**src/rtl/plain_text_block_fifo.sv**
```systemverilog
// plain_text_block_fifo
// First-word fall-through FIFO of 128-bit plaintext blocks for the CTR core.
// Each entry carries its destination and a sequence tag, which the core adds
// to the nonce. The full flag lets the AHB slave stall instead of losing data.
module plain_text_block_fifo #(
   parameter int DEPTH = 4,
   parameter int SEQ_W = 32
) (
   input  logic                     HCLK,
   input  logic                     HRESET,
   input  logic                     write_out,
   input  logic [127:0]             plain_text,
   input  logic [31:0]              destination,
   input  logic                     out_ready,
   output logic                     out_valid,
   output logic [127:0]             out_plain_text,
   output logic [31:0]              out_destination,
   output logic [SEQ_W-1:0]         out_seq,
   output logic                     fifo_full,
   output logic                     fifo_empty,
   output logic [$clog2(DEPTH):0]   fifo_count,
   output logic                     overflow
);

   localparam int PTR_W = $clog2(DEPTH);
   localparam int CNT_W = PTR_W + 1;
   localparam logic [CNT_W-1:0] FULL_COUNT = CNT_W'(DEPTH);

   // Entry storage; it is never cleared, since count decides what is valid.
   logic [127:0]      text_mem_q [DEPTH];
   logic [31:0]       dest_mem_q [DEPTH];
   logic [SEQ_W-1:0]  seq_mem_q  [DEPTH];

   logic [PTR_W-1:0]  rd_ptr_q, rd_ptr_d;
   logic [PTR_W-1:0]  wr_ptr_q, wr_ptr_d;
   logic [CNT_W-1:0]  count_q, count_d;
   logic [SEQ_W-1:0]  next_seq_q, next_seq_d;
   logic              overflow_q, overflow_d;

   logic              full_s;
   logic              valid_s;
   logic              push_en_s;
   logic              pop_en_s;

   // Status comes only from the registered count.
   assign full_s  = (count_q == FULL_COUNT);
   assign valid_s = (count_q != CNT_W'(0));

   // A pop frees a slot in the same cycle, so a push into a full FIFO is
   // accepted when the head is leaving.
   assign pop_en_s  = out_ready & valid_s;
   assign push_en_s = write_out & (~full_s | pop_en_s);

   // Next-state logic for pointers, count, sequence tag and sticky overflow.
   always_comb begin
      rd_ptr_d   = rd_ptr_q;
      wr_ptr_d   = wr_ptr_q;
      count_d    = count_q;
      next_seq_d = next_seq_q;
      overflow_d = overflow_q;

      if (pop_en_s) begin
         rd_ptr_d = rd_ptr_q + PTR_W'(1);
      end else begin
         rd_ptr_d = rd_ptr_q;
      end

      // A dropped push does not consume a sequence number.
      if (push_en_s) begin
         wr_ptr_d   = wr_ptr_q + PTR_W'(1);
         next_seq_d = next_seq_q + SEQ_W'(1);
      end else begin
         wr_ptr_d   = wr_ptr_q;
         next_seq_d = next_seq_q;
      end

      if (write_out && !push_en_s) begin
         overflow_d = 1'b1;
      end else begin
         overflow_d = overflow_q;
      end

      case ({push_en_s, pop_en_s})
         2'b10:   count_d = count_q + CNT_W'(1);
         2'b01:   count_d = count_q - CNT_W'(1);
         default: count_d = count_q;
      endcase
   end

   // Control state registers; reset wins over any push or pop.
   always_ff @(posedge HCLK) begin
      if (HRESET) begin
         rd_ptr_q   <= '0;
         wr_ptr_q   <= '0;
         count_q    <= '0;
         next_seq_q <= '0;
         overflow_q <= 1'b0;
      end else begin
         rd_ptr_q   <= rd_ptr_d;
         wr_ptr_q   <= wr_ptr_d;
         count_q    <= count_d;
         next_seq_q <= next_seq_d;
         overflow_q <= overflow_d;
      end
   end

   // Entry write port; pushes are gated by reset so a reset cycle stores nothing.
   always_ff @(posedge HCLK) begin
      if (push_en_s && !HRESET) begin
         text_mem_q[wr_ptr_q] <= plain_text;
         dest_mem_q[wr_ptr_q] <= destination;
         seq_mem_q[wr_ptr_q]  <= next_seq_q;
      end
   end

   // Fall-through head: entries are registers, so the head is stable while
   // the read pointer holds.
   assign out_plain_text  = text_mem_q[rd_ptr_q];
   assign out_destination = dest_mem_q[rd_ptr_q];
   assign out_seq         = seq_mem_q[rd_ptr_q];

   assign out_valid  = valid_s;
   assign fifo_full  = full_s;
   assign fifo_empty = ~valid_s;
   assign fifo_count = count_q;
   assign overflow   = overflow_q;

endmodule

```
**config.mk**
```make
export PLATFORM = sky130hd
export DESIGN_NAME = plain_text_block_fifo
export DESIGN_NICKNAME = d
export VERILOG_FILES = /design/src/rtl/plain_text_block_fifo.sv
export SDC_FILE = /design/constraint.sdc
export NUM_CORES = 1
export LEC_CHECK = 0
export ABC_AREA = 1
export ABC_CLOCK_PERIOD_IN_PS = 14600
export CORE_ASPECT_RATIO = 1.4
export CORE_UTILIZATION = 50
export DETAILED_ROUTE_END_ITERATION = 7
export PLACE_DENSITY = 0.73
export SLEW_MARGIN = 20
export SYNTH_ARGS = -nofsm -noshare
export SYNTH_HDL_FRONTEND = slang
export SYNTH_SLANG_ARGS = --single-unit
```
**constraint.sdc**
```tcl
create_clock -name HCLK -period 14.6 [get_ports HCLK]
set_input_delay 3.65 -clock HCLK [delete_from_list [all_inputs] [get_ports HCLK]]
set_output_delay 3.65 -clock HCLK [all_outputs]
set_load 0.03 [all_outputs]
```
==> out/metrics.cfg <==
[floorplan]
rows = 106
initial_core_util_pct = 50.9
core_area_um2 = 60100
die_h_um = 295
dieArea_um2 = 62200
ios = 363
die_width_um = 211

[cts]
postCtsHoldBufs = 0
post_cts_resize_count = 0
cts_buffers = 78
cts_root_buf = clkbuf_16
cts_max_level = 3
cts_tree = yes
clock_latency_ns = 0.60
cts_buffer_depth = 3
post_cts_buffers = 0
clock_sinks = 810
clk_pin_slew_ns = 0.06

[timing]
max_freq_mhz = 130
fin_skew_ns = 0.0160
post-route-period-util_pct = 52.8
slew_headroom_pct = 25.5
fin_crit_ns = 7.70
finalSetupViolations = 0
slew_violations = 0
rsz0062_at_grt = no
tns_ns = 0
hold_violations = 0
worst_pin_slew_ns = 1.12

[place]
gp_congestion = 0.859
dp_hpwl_um = 42000
dpl_cell_area_um2 = 34900
placement.io_buffers = 362
dp_cells = 3284

[route]
wl_per_cell_um = 21.4
first_pass_iters = 5
first_iter_violations = 1731
drt-total-wl_um = 73400
antenna_left = 0
viasPerCell = 5.66
drcViolationCount = 0
vias = 19400

[worst_setup_path]
critPathLaunch = HRESET
critical_path.max_stage_delay_ns = 0.91
cp-end-kind = register
worstPathCellList = clkdlybuf4s50_1 -> inv_1 -> nand2_1 -> nor2_4 -> buf_4 -> buf_4
r2r-end = text_mem_q[1][59]
timing.critical_path.mode_cell = buf_4
crit_buf_inv = 4
ff2ff_setup_slack_ns = 10.64
arrival_ns = 7.91
regToRegStartpoint = fifo_count[0]
worstSetupPathType = in2reg
cp_top_family = buffers and inverters
r2r_cells = 8
cp_slowest_cell = buf_4
worstPathRequired_ns = 14.81
cp-start-kind = input port
worstPathMaxFanout = 68

[worst_hold_path]
hold_path.class = reg2reg
min_from = overflow
hold-path-endpoint = overflow
min_path_cells = 2

[cells_and_area]
finalNetCount = 2726
fillers = 4332
final_cells = 3435
fin_util_pct = 62.5
drive_above_1_share_pct = 6.61
synthToLayoutAreaGrowth_pct = 22.8
design_area_um2 = 37600

[status]
status = complete, no violations

[power_and_ir_drop]
peakVddDrop_uv = 121
powerDensity_nw_per_um2 = 155
power_leakage_nw = 12.3

[synth]
synth_fp_nets = 2394
synth_cell_types = 36
synth_warnings = 0
ys_ff_latch = 810
syn_area_per_cell_um2 = 13.8
synth-seq-area-share_pct = 78.1
syn_area_um2 = 30600
synth_cells = 2224

[global_routing]
grt_max_degree = 182
first_global_vias = 19600
overflow = 0
grt_use_total_pct = 23.3
antenna_found_initial = 10
grt_pass1_wl_um = 110000

[job]
max_cap_violations = 0

## through the flow
| stage | setup slack [ns] | hold slack, ns | power [mW] |
|---|---|---|---|
| 2_1_floorplan | 1.54 | 0.444 | 3.35 |
| 3_3_place_gp | 6.37 | 0.445 | 3.80 |
| 3_5_place_dp | 6.28 | 0.453 | 3.82 |
| 4_1_cts | 6.00 | 0.465 | 5.85 |
| 5_1_grt | 6.63 | 0.490 | 6.01 |
| 6_report | 6.90 | 0.460 | 5.81 |
## how the worst max path moves through the flow
stage | cells past startpoint | to | slack [ns]
final | 6 | text_mem_q[1][59] | 6.90
after detailed placement | 6 | text_mem_q[1][80] | 6.28
after global routing | 6 | out_plain_text[47] | 6.63
after global placement | 6 | text_mem_q[1][81] | 6.37
after floorplan | 7 | dest_mem_q[0][0] | 1.54
after CTS | 6 | out_plain_text[47] | 6.00
## worst min-delay path: cells and delay by family, from the launching register on
family	cells	cell delay, ns
flops	1	0.31
compound gates	1	0.05
buf+inv	1	0.05
## logic make-up after synthesis
group	share of synthesized area (%)
adders and majority gates	0.270
AOI/OAI and AO/OA	10.9
buffers and inverters	2.51
xor gates and xnor gates	0.200
and+or+nand+nor	8.07
DFF	78.1
## report_power, final
part / switching [mW] / leakage (nW) / internal [mW]
Combinational: 0.751 / 3.69 / 0.388
Sequential: 0.0214 / 7.34 / 2.62
Clock: 0.829 / 1.27 / 1.21
## synthesized netlist by cell type
cell | count | area [µm²]
edfxtp_1 | 768 | 23100
nor2_1 | 452 | 1700
o21ai_0 | 393 | 1970
o22ai_1 | 192 | 1200
nand2_1 | 98 | 368
clkbuf_1 | 75 | 282
buf_2 | 54 | 270
inv_1 | 45 | 169
dfxtp_1 | 42 | 841
a21oi_1 | 21 | 105
nand3_1 | 19 | 95.1
nand2_2 | 7 | 43.8
ha_1 | 5 | 62.6
nand4_1 | 5 | 31.3
o21ai_1 | 5 | 25.0
nor2_4 | 4 | 45.0
nor3_1 | 4 | 20.0
nor3_2 | 4 | 40.0
xor2_1 | 4 | 35.0
nor2_2 | 3 | 18.8
xnor2_1 | 3 | 26.3
buf_4 | 2 | 15.0
inv_2 | 2 | 7.51
nand2_4 | 2 | 22.5
nand3_2 | 2 | 20.0
nor2_8 | 2 | 40.0
nor3b_1 | 2 | 15.0
a31o_2 | 1 | 8.76
a31oi_1 | 1 | 6.26
and2_1 | 1 | 6.26
buf_1 | 1 | 3.75
buf_6 | 1 | 11.3
fa_1 | 1 | 20.0
inv_6 | 1 | 8.76
nand3b_1 | 1 | 7.51
o21a_1 | 1 | 7.51
## metal layers
metal	vias to the layer above	wire (µm)	share of wire [%]	global-route usage, %
met5	-	45	0.061	0
met4	8	1920	2.6	9.14
met3	123	4720	6.4	4.77
met2	661	38400	52	41.1
met1	9730	28300	39	27.9
li1	8903	-	-	-
## flip-flops by register name, summed over array words and instances (netlist names), named ones only
| signal | count |
|---|---|
| rd_ptr_q | 2 |
| overflow | 1 |
| next_seq_q | 32 |
| seq_mem_q | 128 |
| fifo_count | 3 |
| dest_mem_q | 128 |
| text_mem_q | 512 |
| wr_ptr_q | 2 |
## placed cells by master (no fill, tap or decap), types with 3 or more instances in the layout
cell	Yosys	layout
ha_1	5	5
inv_8	0	3
o21ai_1	5	5
clkinv_1	0	11
clkdlybuf4s50_1	0	362
nand4_1	5	5
xor2_1	4	4
nand2_2	7	7
nor2_4	4	8
nand3_1	19	19
nor2_2	3	3
clkbuf_1	75	15
xnor2_1	3	3
o21ai_0	393	393
nor2_1	452	448
o22ai_1	192	192
nand2_1	98	98
nor3_1	4	4
diode_2	0	8
edfxtp_1	768	768
buf_4	2	18
dfxtp_1	42	40
a21oi_1	21	21
nor3_2	4	4
buf_12	0	3
clkinv_2	0	11
clkinvlp_4	0	5
clkbuf_8	0	3
inv_1	45	44
clkbuf_16	0	82
bufinv_16	0	9
## cell type report
class                           instances  area, µm²  area share (%)
Sequential cell                       810      23900            63.6
Multi-Input combinational cell       1233       5960            15.9
Timing Repair Buffer                  385       3860            10.3
Clock buffer                          100       2150            5.72
Tap cell                              810       1010            2.70
Clock inverter                         41        468            1.25
Inverter                               48        195           0.519
Antenna cell                            8       20.0          0.0533
Note: power is estimated with default switching activity, not from simulation.
